===== config.mk =====
export PLATFORM = sky130hd
export DESIGN_NAME = keypad_scanner_flat
export DESIGN_NICKNAME = d
export VERILOG_FILES = /design/src/rtl/keypad_pkg.sv /design/src/rtl/keypad_scanner_if.sv /design/src/rtl/keypad_debounce.sv /design/src/rtl/keypad_scanner.sv /design/src/flat_wrapper.sv
export SDC_FILE = /design/constraint.sdc
export NUM_CORES = 1
export LEC_CHECK = 0
export CORE_MARGIN = 2
export CORE_UTILIZATION = 30
export CTS_CLUSTER_SIZE = 24
export DETAILED_ROUTE_END_ITERATION = 6
export PLACE_DENSITY = 0.54
export SETUP_SLACK_MARGIN = 0.4
export SLEW_MARGIN = 20
export SYNTH_ARGS = -nofsm -noshare
export SYNTH_HDL_FRONTEND = slang
export SYNTH_SLANG_ARGS = --single-unit

===== constraint.sdc =====
create_clock -name clk -period 7.2 [get_ports clk]
set_clock_uncertainty 0.05 [all_clocks]
set_input_delay 0.72 -clock clk [delete_from_list [all_inputs] [get_ports clk]]
set_output_delay 0.72 -clock clk [all_outputs]
set_load 0.01 [all_outputs]

===== src/rtl/keypad_pkg.sv =====
// keypad_pkg: shared types and helpers for the 4x4 matrix keypad scanner.
//   db_state_e  - debounce FSM states
//   scan_res_e  - classification of one complete four-row scan
//   key_label() - raw matrix index (row*4+col) to the hex legend on the keycap
package keypad_pkg;

   typedef enum logic [1:0] {
      IDLE        = 2'd0,
      PRESS_CHK   = 2'd1,
      DOWN        = 2'd2,
      RELEASE_CHK = 2'd3
   } db_state_e;

   typedef enum logic [1:0] {
      NONE   = 2'd0,
      SINGLE = 2'd1,
      MULTI  = 2'd2
   } scan_res_e;

   // Pmod KYPD legend: row0 = 1 2 3 A, row1 = 4 5 6 B, row2 = 7 8 9 C, row3 = 0 F E D
   function automatic logic [3:0] key_label(input logic [3:0] raw);
      logic [3:0] lbl;
      case (raw)
         4'd0:    lbl = 4'h1;
         4'd1:    lbl = 4'h2;
         4'd2:    lbl = 4'h3;
         4'd3:    lbl = 4'hA;
         4'd4:    lbl = 4'h4;
         4'd5:    lbl = 4'h5;
         4'd6:    lbl = 4'h6;
         4'd7:    lbl = 4'hB;
         4'd8:    lbl = 4'h7;
         4'd9:    lbl = 4'h8;
         4'd10:   lbl = 4'h9;
         4'd11:   lbl = 4'hC;
         4'd12:   lbl = 4'h0;
         4'd13:   lbl = 4'hF;
         4'd14:   lbl = 4'hE;
         4'd15:   lbl = 4'hD;
         default: lbl = 4'h0;
      endcase
      return lbl;
   endfunction

endpackage


===== src/rtl/keypad_scanner_if.sv =====
// keypad_scanner_if: decoded key stream from the scanner to its consumer.
//   key_code  - hex label of the last accepted key
//   key_valid - one-cycle strobe on acceptance
//   key_down  - accepted key still held
//   multi_key - last completed scan saw two or more keys
// master = scanner (drives), slave = controller/datapath (reads).
interface keypad_scanner_if;
   logic [3:0] key_code;
   logic       key_valid;
   logic       key_down;
   logic       multi_key;

   modport master (output key_code, output key_valid, output key_down, output multi_key);
   modport slave  (input  key_code, input  key_valid, input  key_down, input  multi_key);
endinterface


===== src/rtl/keypad_debounce.sv =====
// keypad_debounce: accepts a press after DEBOUNCE_SCANS identical single-key
// scans and a release after DEBOUNCE_SCANS empty scans.
//   clk, reset - clock, asynchronous active-high reset
//   scan_done  - one-cycle strobe: scan_res/raw_idx describe a completed scan
//   scan_res   - NONE / SINGLE / MULTI
//   raw_idx    - row*4+col of the single key (meaningful for SINGLE only)
//   key_code   - label of the last accepted key, held until the next press
//   key_valid  - one-cycle pulse on acceptance
//   key_down   - high from acceptance until release is accepted
module keypad_debounce
   import keypad_pkg::*;
#(
   parameter int unsigned DEBOUNCE_SCANS = 4
) (
   input  logic       clk,
   input  logic       reset,
   input  logic       scan_done,
   input  scan_res_e  scan_res,
   input  logic [3:0] raw_idx,
   output logic [3:0] key_code,
   output logic       key_valid,
   output logic       key_down
);

   localparam int unsigned   CW       = $clog2(DEBOUNCE_SCANS + 1);
   localparam logic [CW-1:0] CNT_DONE = CW'(DEBOUNCE_SCANS);
   localparam logic [CW-1:0] CNT_ONE  = CW'(1'b1);
   localparam logic [CW-1:0] CNT_ZERO = {CW{1'b0}};

   db_state_e     state_r, state_s;
   logic [CW-1:0] cnt_r, cnt_s, cnt_inc_s;
   logic [3:0]    cand_r, cand_s;
   logic [3:0]    key_code_r, key_code_s;
   logic          key_valid_r, key_valid_s;
   logic          key_down_r, key_down_s;

   // State, counter and output registers
   always_ff @(posedge clk or posedge reset) begin
      if (reset) begin
         state_r     <= IDLE;
         cnt_r       <= CNT_ZERO;
         cand_r      <= 4'h0;
         key_code_r  <= 4'h0;
         key_valid_r <= 1'b0;
         key_down_r  <= 1'b0;
      end else begin
         state_r     <= state_s;
         cnt_r       <= cnt_s;
         cand_r      <= cand_s;
         key_code_r  <= key_code_s;
         key_valid_r <= key_valid_s;
         key_down_r  <= key_down_s;
      end
   end

   // Next state; only a completed scan can move the FSM
   always_comb begin
      state_s     = state_r;
      cnt_s       = cnt_r;
      cand_s      = cand_r;
      key_code_s  = key_code_r;
      key_valid_s = 1'b0;
      key_down_s  = key_down_r;
      cnt_inc_s   = cnt_r + CNT_ONE;
      if (scan_done) begin
         case (state_r)
            IDLE: begin
               if (scan_res == SINGLE) begin
                  state_s = PRESS_CHK;
                  cand_s  = raw_idx;
                  cnt_s   = CNT_ONE;
               end else begin
                  cnt_s = CNT_ZERO;
               end
            end
            PRESS_CHK: begin
               if ((scan_res == SINGLE) && (raw_idx == cand_r)) begin
                  if (cnt_inc_s == CNT_DONE) begin
                     state_s     = DOWN;
                     cnt_s       = CNT_ZERO;
                     key_code_s  = key_label(cand_r);
                     key_valid_s = 1'b1;
                     key_down_s  = 1'b1;
                  end else begin
                     cnt_s = cnt_inc_s;
                  end
               end else if (scan_res == SINGLE) begin
                  // a different key restarts the qualification
                  cand_s = raw_idx;
                  cnt_s  = CNT_ONE;
               end else begin
                  state_s = IDLE;
                  cnt_s   = CNT_ZERO;
               end
            end
            DOWN: begin
               // extra keys while held are ignored: no roll-over, no repeat
               if (scan_res == NONE) begin
                  state_s = RELEASE_CHK;
                  cnt_s   = CNT_ONE;
               end else begin
                  state_s = DOWN;
               end
            end
            RELEASE_CHK: begin
               if (scan_res == NONE) begin
                  if (cnt_inc_s == CNT_DONE) begin
                     state_s    = IDLE;
                     cnt_s      = CNT_ZERO;
                     key_down_s = 1'b0;
                  end else begin
                     cnt_s = cnt_inc_s;
                  end
               end else begin
                  state_s = DOWN;
                  cnt_s   = CNT_ZERO;
               end
            end
            default: begin
               state_s = IDLE;
               cnt_s   = CNT_ZERO;
            end
         endcase
      end else begin
         state_s = state_r;
      end
   end

   assign key_code  = key_code_r;
   assign key_valid = key_valid_r;
   assign key_down  = key_down_r;

endmodule


===== src/rtl/keypad_scanner.sv =====
// keypad_scanner: strobes the rows of a 4x4 matrix keypad, reads the
// active-low columns and hands one debounced key press at a time to key_if.
//   clk, reset - clock, asynchronous active-high reset
//   col_n      - keypad columns, active-low, asynchronous to clk
//   row_n      - row drive, exactly one bit low at all times
//   key_if     - key_code / key_valid / key_down / multi_key (master side)
module keypad_scanner
   import keypad_pkg::*;
#(
   parameter int unsigned SCAN_TICKS     = 50000,
   parameter int unsigned DEBOUNCE_SCANS = 4
) (
   input  logic                     clk,
   input  logic                     reset,
   input  logic [3:0]               col_n,
   output logic [3:0]               row_n,
   keypad_scanner_if.master         key_if
);

   localparam int unsigned   TW        = $clog2(SCAN_TICKS);
   localparam logic [TW-1:0] TICK_LAST = TW'(SCAN_TICKS - 1);

   logic [3:0]    col_meta_r, col_sync_r;
   logic [TW-1:0] tick_r;
   logic [1:0]    row_idx_r;
   logic [3:0]    row_n_r;
   logic [1:0]    hit_cnt_r;    // hits so far this scan, saturates at 2
   logic [3:0]    hit_idx_r;    // raw index of the first hit this scan
   logic          multi_key_r;

   logic          sample_s, scan_done_s;
   logic [2:0]    row_hits_s, sum_s;
   logic [1:0]    row_col_s, scan_hits_s;
   logic [3:0]    scan_idx_s;
   scan_res_e     scan_res_s;
   logic [3:0]    key_code_s;
   logic          key_valid_s, key_down_s;

   // Two-flop synchronizer; idle columns read as released
   always_ff @(posedge clk or posedge reset) begin
      if (reset) begin
         col_meta_r <= 4'hF;
         col_sync_r <= 4'hF;
      end else begin
         col_meta_r <= col_n;
         col_sync_r <= col_meta_r;
      end
   end

   // Dwell counter and row drive; the row advances on the sample cycle
   always_ff @(posedge clk or posedge reset) begin
      if (reset) begin
         tick_r    <= {TW{1'b0}};
         row_idx_r <= 2'd0;
         row_n_r   <= 4'b1110;
      end else if (sample_s) begin
         tick_r    <= {TW{1'b0}};
         row_idx_r <= row_idx_r + 2'd1;
         row_n_r   <= {row_n_r[2:0], row_n_r[3]};
      end else begin
         tick_r    <= tick_r + TW'(1'b1);
      end
   end

   // Hits in the current row merged into the running totals for this scan
   always_comb begin
      row_hits_s = 3'd0;
      row_col_s  = 2'd0;
      for (int c = 0; c < 4; c++) begin
         if (!col_sync_r[c]) begin
            row_hits_s = row_hits_s + 3'd1;
            row_col_s  = 2'(c);
         end else begin
            row_hits_s = row_hits_s;
         end
      end
      sum_s       = {1'b0, hit_cnt_r} + row_hits_s;
      scan_hits_s = (sum_s >= 3'd2) ? 2'd2 : sum_s[1:0];
      scan_idx_s  = (hit_cnt_r == 2'd0) ? {row_idx_r, row_col_s} : hit_idx_r;
      case (scan_hits_s)
         2'd0:    scan_res_s = NONE;
         2'd1:    scan_res_s = SINGLE;
         default: scan_res_s = MULTI;
      endcase
   end

   assign sample_s    = (tick_r == TICK_LAST);
   assign scan_done_s = sample_s && (row_idx_r == 2'd3);

   // Scan accumulator; cleared when the row-3 sample closes the scan
   always_ff @(posedge clk or posedge reset) begin
      if (reset) begin
         hit_cnt_r   <= 2'd0;
         hit_idx_r   <= 4'h0;
         multi_key_r <= 1'b0;
      end else if (scan_done_s) begin
         hit_cnt_r   <= 2'd0;
         hit_idx_r   <= 4'h0;
         multi_key_r <= (scan_res_s == MULTI);
      end else if (sample_s) begin
         hit_cnt_r   <= scan_hits_s;
         hit_idx_r   <= scan_idx_s;
      end else begin
         hit_cnt_r   <= hit_cnt_r;
      end
   end

   keypad_debounce #(
      .DEBOUNCE_SCANS (DEBOUNCE_SCANS)
   ) u_debounce (
      .clk       (clk),
      .reset     (reset),
      .scan_done (scan_done_s),
      .scan_res  (scan_res_s),
      .raw_idx   (scan_idx_s),
      .key_code  (key_code_s),
      .key_valid (key_valid_s),
      .key_down  (key_down_s)
   );

   assign row_n            = row_n_r;
   assign key_if.key_code  = key_code_s;
   assign key_if.key_valid = key_valid_s;
   assign key_if.key_down  = key_down_s;
   assign key_if.multi_key = multi_key_r;

endmodule


===== src/flat_wrapper.sv =====
// flat-port wrapper written by rule: the top's interface ports become plain ports
module keypad_scanner_flat import keypad_pkg::*;
#(
   parameter int unsigned SCAN_TICKS     = 50000,
   parameter int unsigned DEBOUNCE_SCANS = 4
)
  (clk, reset, col_n, row_n, key_if_key_code, key_if_key_valid, key_if_key_down, key_if_multi_key);
  keypad_scanner_if key_if_i ();
  input  logic clk;
  input  logic reset;
  input  logic [3:0] col_n;
  output logic [3:0] row_n;
  output wire logic [$bits(key_if_i.key_code)-1:0] key_if_key_code;
  output wire logic [$bits(key_if_i.key_valid)-1:0] key_if_key_valid;
  output wire logic [$bits(key_if_i.key_down)-1:0] key_if_key_down;
  output wire logic [$bits(key_if_i.multi_key)-1:0] key_if_multi_key;
  assign key_if_key_code = key_if_i.key_code;
  assign key_if_key_valid = key_if_i.key_valid;
  assign key_if_key_down = key_if_i.key_down;
  assign key_if_multi_key = key_if_i.multi_key;
  keypad_scanner #(.SCAN_TICKS(SCAN_TICKS), .DEBOUNCE_SCANS(DEBOUNCE_SCANS)) u_core (.clk(clk), .reset(reset), .col_n(col_n), .row_n(row_n), .key_if(key_if_i));
endmodule

==> results.py, run 1 <==
metrics = {
    "power_and_ir_drop": {
        "p_leak_uw": 0.00134,
        "clkPwrFrac_pct": 37.3,
        "p_sw_share_pct": 24.1,
        "p_seq_share_pct": 56.8,
        "finalPower_uw": 524,
        "power.density_nw_per_um2": 168,
        "combPwrFrac_pct": 5.9,
        "intPower_uw": 398,
        "power.switching_uw": 126,
        "vdd_drop_max_v": 0.0000708,
    },
    "place": {
        "place_ws_ns": 3.12,
        "routabilityCongestion": 0.812,
        "dp_hpwl_mm": 3.83,
        "io_buffers": 16,
    },
    "timing": {
        "tightest_slew_ns": 0.689,
        "setup_violations": 0,
        "fin_crit_ns": 4.10,
        "max_freq_mhz": 244,
        "slew_headroom_pct": 53.9,
        "fin_crit_sh_pct": 56.9,
        "hold_viol_final": 0,
        "setup_tns_ns": 0,
        "rsz0062_at_grt": "no",
        "setup_ws_ns": 3.10,
        "drv_slew": 0,
    },
    "critical_path": {
        "cp_max_fo": 11,
        "cp-start-kind": "register",
        "timing.rr.start": "u_core.col_sync_r[0]",
        "critical_path_required_ns": 7.35,
        "path_class": "reg2reg",
        "worstPathArrival_ns": 4.25,
        "worst_path_max_delay_cell": "dfstp_2",
        "r2r_slack_ns": 3.10,
        "cpPeakStageDelay_ns": 0.54,
        "crit_top_cell": "ha_1",
        "end_kind": "register",
        "r2r-end": "u_core.u_debounce.key_code[3]",
        "reg2reg_depth": 11,
        "crit_chain": "inv_1 > ha_1 > xnor2_1 > ha_1 > mux2_2 > fa_1 > xnor3_1 > nor2_1 > and2_1 > and3b_1 > mux2_4",
    },
    "final_layout": {
        "antenna_cells": 0,
        "fin_nets": 307,
        "final_layout_size_suffix_gt1_share_pct": 12.1,
        "area_growth_pct": 13.3,
        "regArea_um2": 1320,
        "post-route-util_pct": 35.4,
        "mostFrequentLayoutCells": "dfrtp_1 (41), nand2_1 (33), nor2_1 (20)",
        "multi_input_area_um2": 1330,
        "fillerInstances": 882,
        "layout_commonest_cell": "dfrtp_1",
    },
    "clock_tree": {
        "clockRootBuffer": "clkbuf_8",
        "cts_hold_buf": 0,
        "cts.path.max_buffers": 2,
        "path_clk_slew_ns": 0.10,
        "clk_latency_ns": 0.31,
        "cts.sinks": 52,
        "cts_resized": 0,
        "cts_max_level": 2,
        "cts_tree": "yes",
        "cts_buffers": 5,
        "cts_setup_buffers": 0,
    },
    "yosys": {
        "synthesis.area_um2": 2750,
        "ys_warn_count": 0,
        "synthCells": 273,
        "yosysSeqAreaShare_pct": 47.8,
        "async_reset_ff_share_pct": 100,
        "syn_nets": 292,
        "synth_top_area_share_pct": 37.3,
        "synth-edff-count": 0,
        "ys_types": 50,
        "synth_ff_type": "dfrtp_1",
        "yosys-top-cells-area": "dfrtp_1 (37%), dfstp_2 (10%), ha_1 (5.5%)",
        "yosysTopAreaCell": "dfrtp_1",
        "ys_ff_latch": 52,
        "avgSynthCellArea_um2": 10.1,
    },
    "die": {
        "fp.dieW_um": 99.8,
        "start_util_pct": 31.3,
        "die_area_um2": 9960,
        "rows": 34,
        "die_h_um": 99.8,
        "fp.coreArea_um2": 8810,
        "io_pins": 17,
    },
    "detailed_routing": {
        "dr.pass1.iters": 4,
        "ant_nets": 0,
        "wl_per_cell_um": 13.5,
        "vias_per_cell": 4.88,
        "via_count": 1936,
        "wl_mm": 5.35,
        "remaining_drc_errors": 0,
        "drt_first_iter_violations": 86,
    },
    "worst_hold_path": {
        "hold_path_end": "u_core.col_sync_r[0]",
        "min_from": "u_core.col_meta_r[0]",
        "holdPathStages": 0,
        "hold_path.class": "reg2reg",
    },
    "global_routing": {
        "grt_pass1_wl_mm": 9.55,
        "track_usage_pct": 12.0,
        "grt.overflow.total": 0,
        "antenna_found_initial": 0,
        "grt_pass1_vias": 1955,
        "grt_max_degree": 53,
    },
    "run_status": {
        "status": "complete, no violations",
    },
    "flow_run": {
        "maxCapViolations": 0,
    },
}
-- synthesized netlist by cell type, types with 3 or more instances --
| master | instances |
|---|---|
| a21o_1 | 3 |
| a21oi_1 | 14 |
| and2_1 | 3 |
| and3_1 | 3 |
| buf_2 | 4 |
| clkbuf_1 | 3 |
| dfrtp_1 | 41 |
| dfstp_2 | 11 |
| ha_1 | 12 |
| inv_1 | 18 |
| mux2_4 | 3 |
| mux2i_1 | 6 |
| nand2_1 | 33 |
| nand2b_1 | 3 |
| nand3_1 | 10 |
| nand4_1 | 8 |
| nor2_1 | 20 |
| nor2b_1 | 4 |
| nor3_1 | 5 |
| o21a_1 | 3 |
| o21ai_0 | 11 |
| o22ai_1 | 3 |
| xnor2_1 | 11 |
| xor2_1 | 7 |
-- worst max-delay path, delay by kind of cell (launching register included) --
kind,cells,cell delay (ns)
flops,1,0.54
fa+ha+maj,3,1.01
buf+inv,1,0.04
simple gates,3,1.10
xor+xnor,2,0.63
mux,2,0.61
-- cell families after synthesis --
kind of cell	share of synthesized area, %
flip-flops	47.8
buffers and inverters	4.27
adder cells (fa/ha/maj)	6.18
AO/OA/AOI/OAI	10.4
XOR/XNOR	6.54
AND/OR/NAND/NOR	20.2
multiplexers	4.63
-- cell type report --
cell class / instances / area share, %
clock buffers: 6 / 3.01
multi-input cells: 194 / 42.5
repair buffers: 17 / 5.37
well taps: 108 / 4.33
inverters: 18 / 2.17
flip-flops and latches: 52 / 42.1
clock inverters: 2 / 0.481
-- layer usage --
metal	global-route usage [%]	vias to the layer above	wire, um
li1	-	971	-
met1	16.9	926	2720
met2	18.5	31	2400
met3	2.51	8	147
met4	3.79	0	82
met5	0	-	0
-- worst max path at each step --
stage / startpoint / to / slack [ns] / depth (start not counted)
detailed placement: u_core.col_sync_r[0] / u_core.u_debounce.key_code[3] / 3.12 / 11
global placement: u_core.col_sync_r[0] / u_core.u_debounce.key_code[0] / 3.22 / 11
finish: u_core.col_sync_r[0] / u_core.u_debounce.key_code[3] / 3.10 / 11
floorplan: u_core.col_sync_r[0] / u_core.u_debounce.key_down / 3.81 / 12
global route: u_core.col_sync_r[0] / u_core.u_debounce.key_code[3] / 2.86 / 11
CTS: u_core.col_sync_r[0] / u_core.u_debounce.key_code[3] / 3.08 / 11
-- through the flow --
stage          area [um2]  std cells  hold WS, ns
2_1_floorplan        2750        273        0.295
3_5_place_dp         3010        389        0.297
3_3_place_gp         3010        389        0.296
6_report             3120        397        0.311
4_1_cts              3120        397        0.313
5_1_grt              3120        397        0.318
-- state kept, by name (all words and copies together), names as in the netlist, 3 cells and up --
name and flops:
u_core.col_meta_r 4, u_core.col_sync_r 4, u_core.hit_idx_r 4, u_core.row_n 4, u_core.tick_r 16, u_core.u_debounce.cand_r 4
u_core.u_debounce.cnt_r 3, u_core.u_debounce.key_code 4
-- power groups by stage --
| stage | sequential (uW) | combinational [uW] | clock [uW] |
|---|---|---|---|
| finish | 298 | 31.0 | 196 |
| floorplan | 303 | 22.6 | 0 |
| global route | 298 | 35.1 | 214 |
| detailed placement | 303 | 31.7 | 0 |
| global placement | 303 | 31.3 | 0 |
| CTS | 298 | 31.6 | 204 |
(Power assumes the default switching activity.)
==> run 2, diff against run 1 <==
Settings changed: PLACE_DENSITY 0.54 to 0.56.
Clock period 7.2 ns to 3.3 ns, I/O delays scaled along.
==> run 2 against run 1 <==
Against the previous run:
- total power rose by 120%
- routed wire length is 4.1% higher
- first-iteration DRC count is 4.7% lower
- register-to-register slack worse by 2.9 ns
- largest power group unchanged
- cell count rose by 3.3%
- largest cell class unchanged
- sequential cell count stayed put
- worst hold slack got worse by 0.035 ns
==> results.py, run 2 (synthesized netlist as in run 1, its figures left out) <==
metrics = {
    "die": {
        "die_h_um": 99.8,
        "io_pins": 17,
        "fp.dieW_um": 99.8,
        "fp.coreArea_um2": 8810,
        "rows": 34,
        "die_area_um2": 9960,
        "start_util_pct": 31.3,
    },
    "worst_hold_path": {
        "hold_path.class": "in2async",
    },
    "clock_tree": {
        "clk_latency_ns": 0.30,
        "cts.path.max_buffers": 2,
        "cts.sinks": 52,
        "cts_tree": "yes",
        "cts_buffers": 5,
        "path_clk_slew_ns": 0.09,
        "clockRootBuffer": "clkbuf_8",
        "cts_max_level": 2,
    },
    "timing": {
        "setup_tns_ns": 0,
        "rsz0062_at_grt": "yes",
        "setup_violations": 0,
        "drv_slew": 0,
        "slew_headroom_pct": 64.5,
        "tightest_slew_ns": 0.531,
        "setup_ws_ns": 0.195,
        "max_freq_mhz": 322,
        "fin_crit_ns": 3.10,
        "fin_crit_sh_pct": 94.1,
        "hold_viol_final": 0,
        "whs_ns": 0.276,
    },
    "critical_path": {
        "reg2reg_depth": 14,
        "r2r-end": "u_core.u_debounce.key_valid",
        "timing.rr.start": "u_core.col_sync_r[1]",
        "worstPathArrival_ns": 3.28,
        "cp_max_fo": 4,
        "critical_path_required_ns": 3.48,
        "path_class": "reg2reg",
        "cp-start-kind": "register",
        "end_kind": "register",
        "r2r_slack_ns": 0.20,
    },
    "place": {
        "place_ws_ns": 0.0994,
        "dp_hpwl_mm": 4.00,
        "place_inst": 394,
        "io_buffers": 16,
        "routabilityCongestion": 0.878,
    },
    "global_routing": {
        "antenna_found_initial": 0,
        "track_usage_pct": 12.2,
        "grt_max_degree": 34,
        "grt_pass1_wl_mm": 9.81,
        "grt.overflow.total": 0,
        "grt_pass1_vias": 2030,
    },
    "final_layout": {
        "fillerInstances": 881,
        "largest_reg_flops": 16,
        "fin_nets": 320,
        "antenna_cells": 0,
        "mostFrequentLayoutCells": "dfrtp_1 (41), nand2_1 (32), nor2_1 (20)",
        "fin_cells": 410,
        "area_growth_pct": 18.5,
        "regMostFlops": "u_core.tick_r",
        "final_layout_size_suffix_gt1_share_pct": 18.5,
        "layout_commonest_cell": "dfrtp_1",
    },
    "detailed_routing": {
        "via_count": 2014,
        "wl_per_cell_um": 13.6,
        "ant_nets": 0,
        "vias_per_cell": 4.91,
        "wl_mm": 5.57,
        "remaining_drc_errors": 0,
        "drt_first_iter_violations": 82,
        "dr.pass1.iters": 4,
    },
    "power_and_ir_drop": {
        "power.density_nw_per_um2": 350,
        "p_leak_uw": 0.00141,
        "vdd_drop_max_v": 0.000170,
        "finalPower_uw": 1140,
    },
    "run_status": {
        "status": "complete, no violations",
    },
    "flow_run": {
        "maxCapViolations": 0,
    },
}
[run 2: critical path, stage by stage (launching register included)]
cell     delay, ns
dfstp_2       0.55
inv_2         0.04
ha_4          0.24
xnor2_2       0.13
ha_1          0.28
mux2_4        0.28
fa_2          0.35
xnor3_1       0.20
nor2_1        0.12
buf_4         0.15
buf_4         0.12
buf_4         0.12
and3_1        0.15
nand4_1       0.10
nor2_1        0.13
[run 2: through the flow]
step,util (%),cell area [um2]
finish,37.1,3260
global route,37.1,3260
CTS,36.9,3250
detailed placement,34.9,3070
global placement,34.9,3070
floorplan,-,2780
[run 2: power by group]
part	internal, uW	switching, uW	total [uW]	leakage [uW]
clock network	172	212	383	0.0000516
registers	646	4.00	650	0.000674
logic	54.1	56.3	110	0.000681
[run 2: worst max-delay path by stage]
stage	startpoint	slack, ns	end
after floorplan	u_core.col_sync_r[1]	0.27	u_core.u_debounce.key_down
after global placement	u_core.col_sync_r[1]	0.15	u_core.u_debounce.key_code[3]
after detailed placement	u_core.col_sync_r[1]	0.1	u_core.u_debounce.key_code[3]
after CTS	u_core.col_sync_r[1]	0.20	u_core.u_debounce.key_down
after global routing	u_core.col_sync_r[1]	0.06	u_core.u_debounce.key_valid
final	u_core.col_sync_r[1]	0.20	u_core.u_debounce.key_valid
[run 2: cell type report]
class | count | area (um2) | area share, %
multi-input cells | 194 | 1380 | 42.2
flip-flops and latches | 52 | 1320 | 40.3
repair buffers | 30 | 273 | 8.36
well taps | 108 | 135 | 4.14
clock buffers | 6 | 82.6 | 2.53
inverters | 18 | 67.6 | 2.07
clock inverters | 2 | 13.8 | 0.422
[run 2: layer usage]
metal / GRT usage (%) / vias up / routed length, um
met5: 0 / - / 0
met4: 3.48 / 0 / 58
met3: 2.37 / 5 / 171
met2: 19.9 / 33 / 2630
met1: 16.7 / 984 / 2710
li1: - / 992 / -
[run 2: timing repair]
action	4_1_cts	5_1_grt
setup buffers	7	1
endpoints found under the setup margin	15	17
endpoints found under the hold margin	0	0
resized for setup	8	3
hold buffers	0	0
pin swaps	3	1
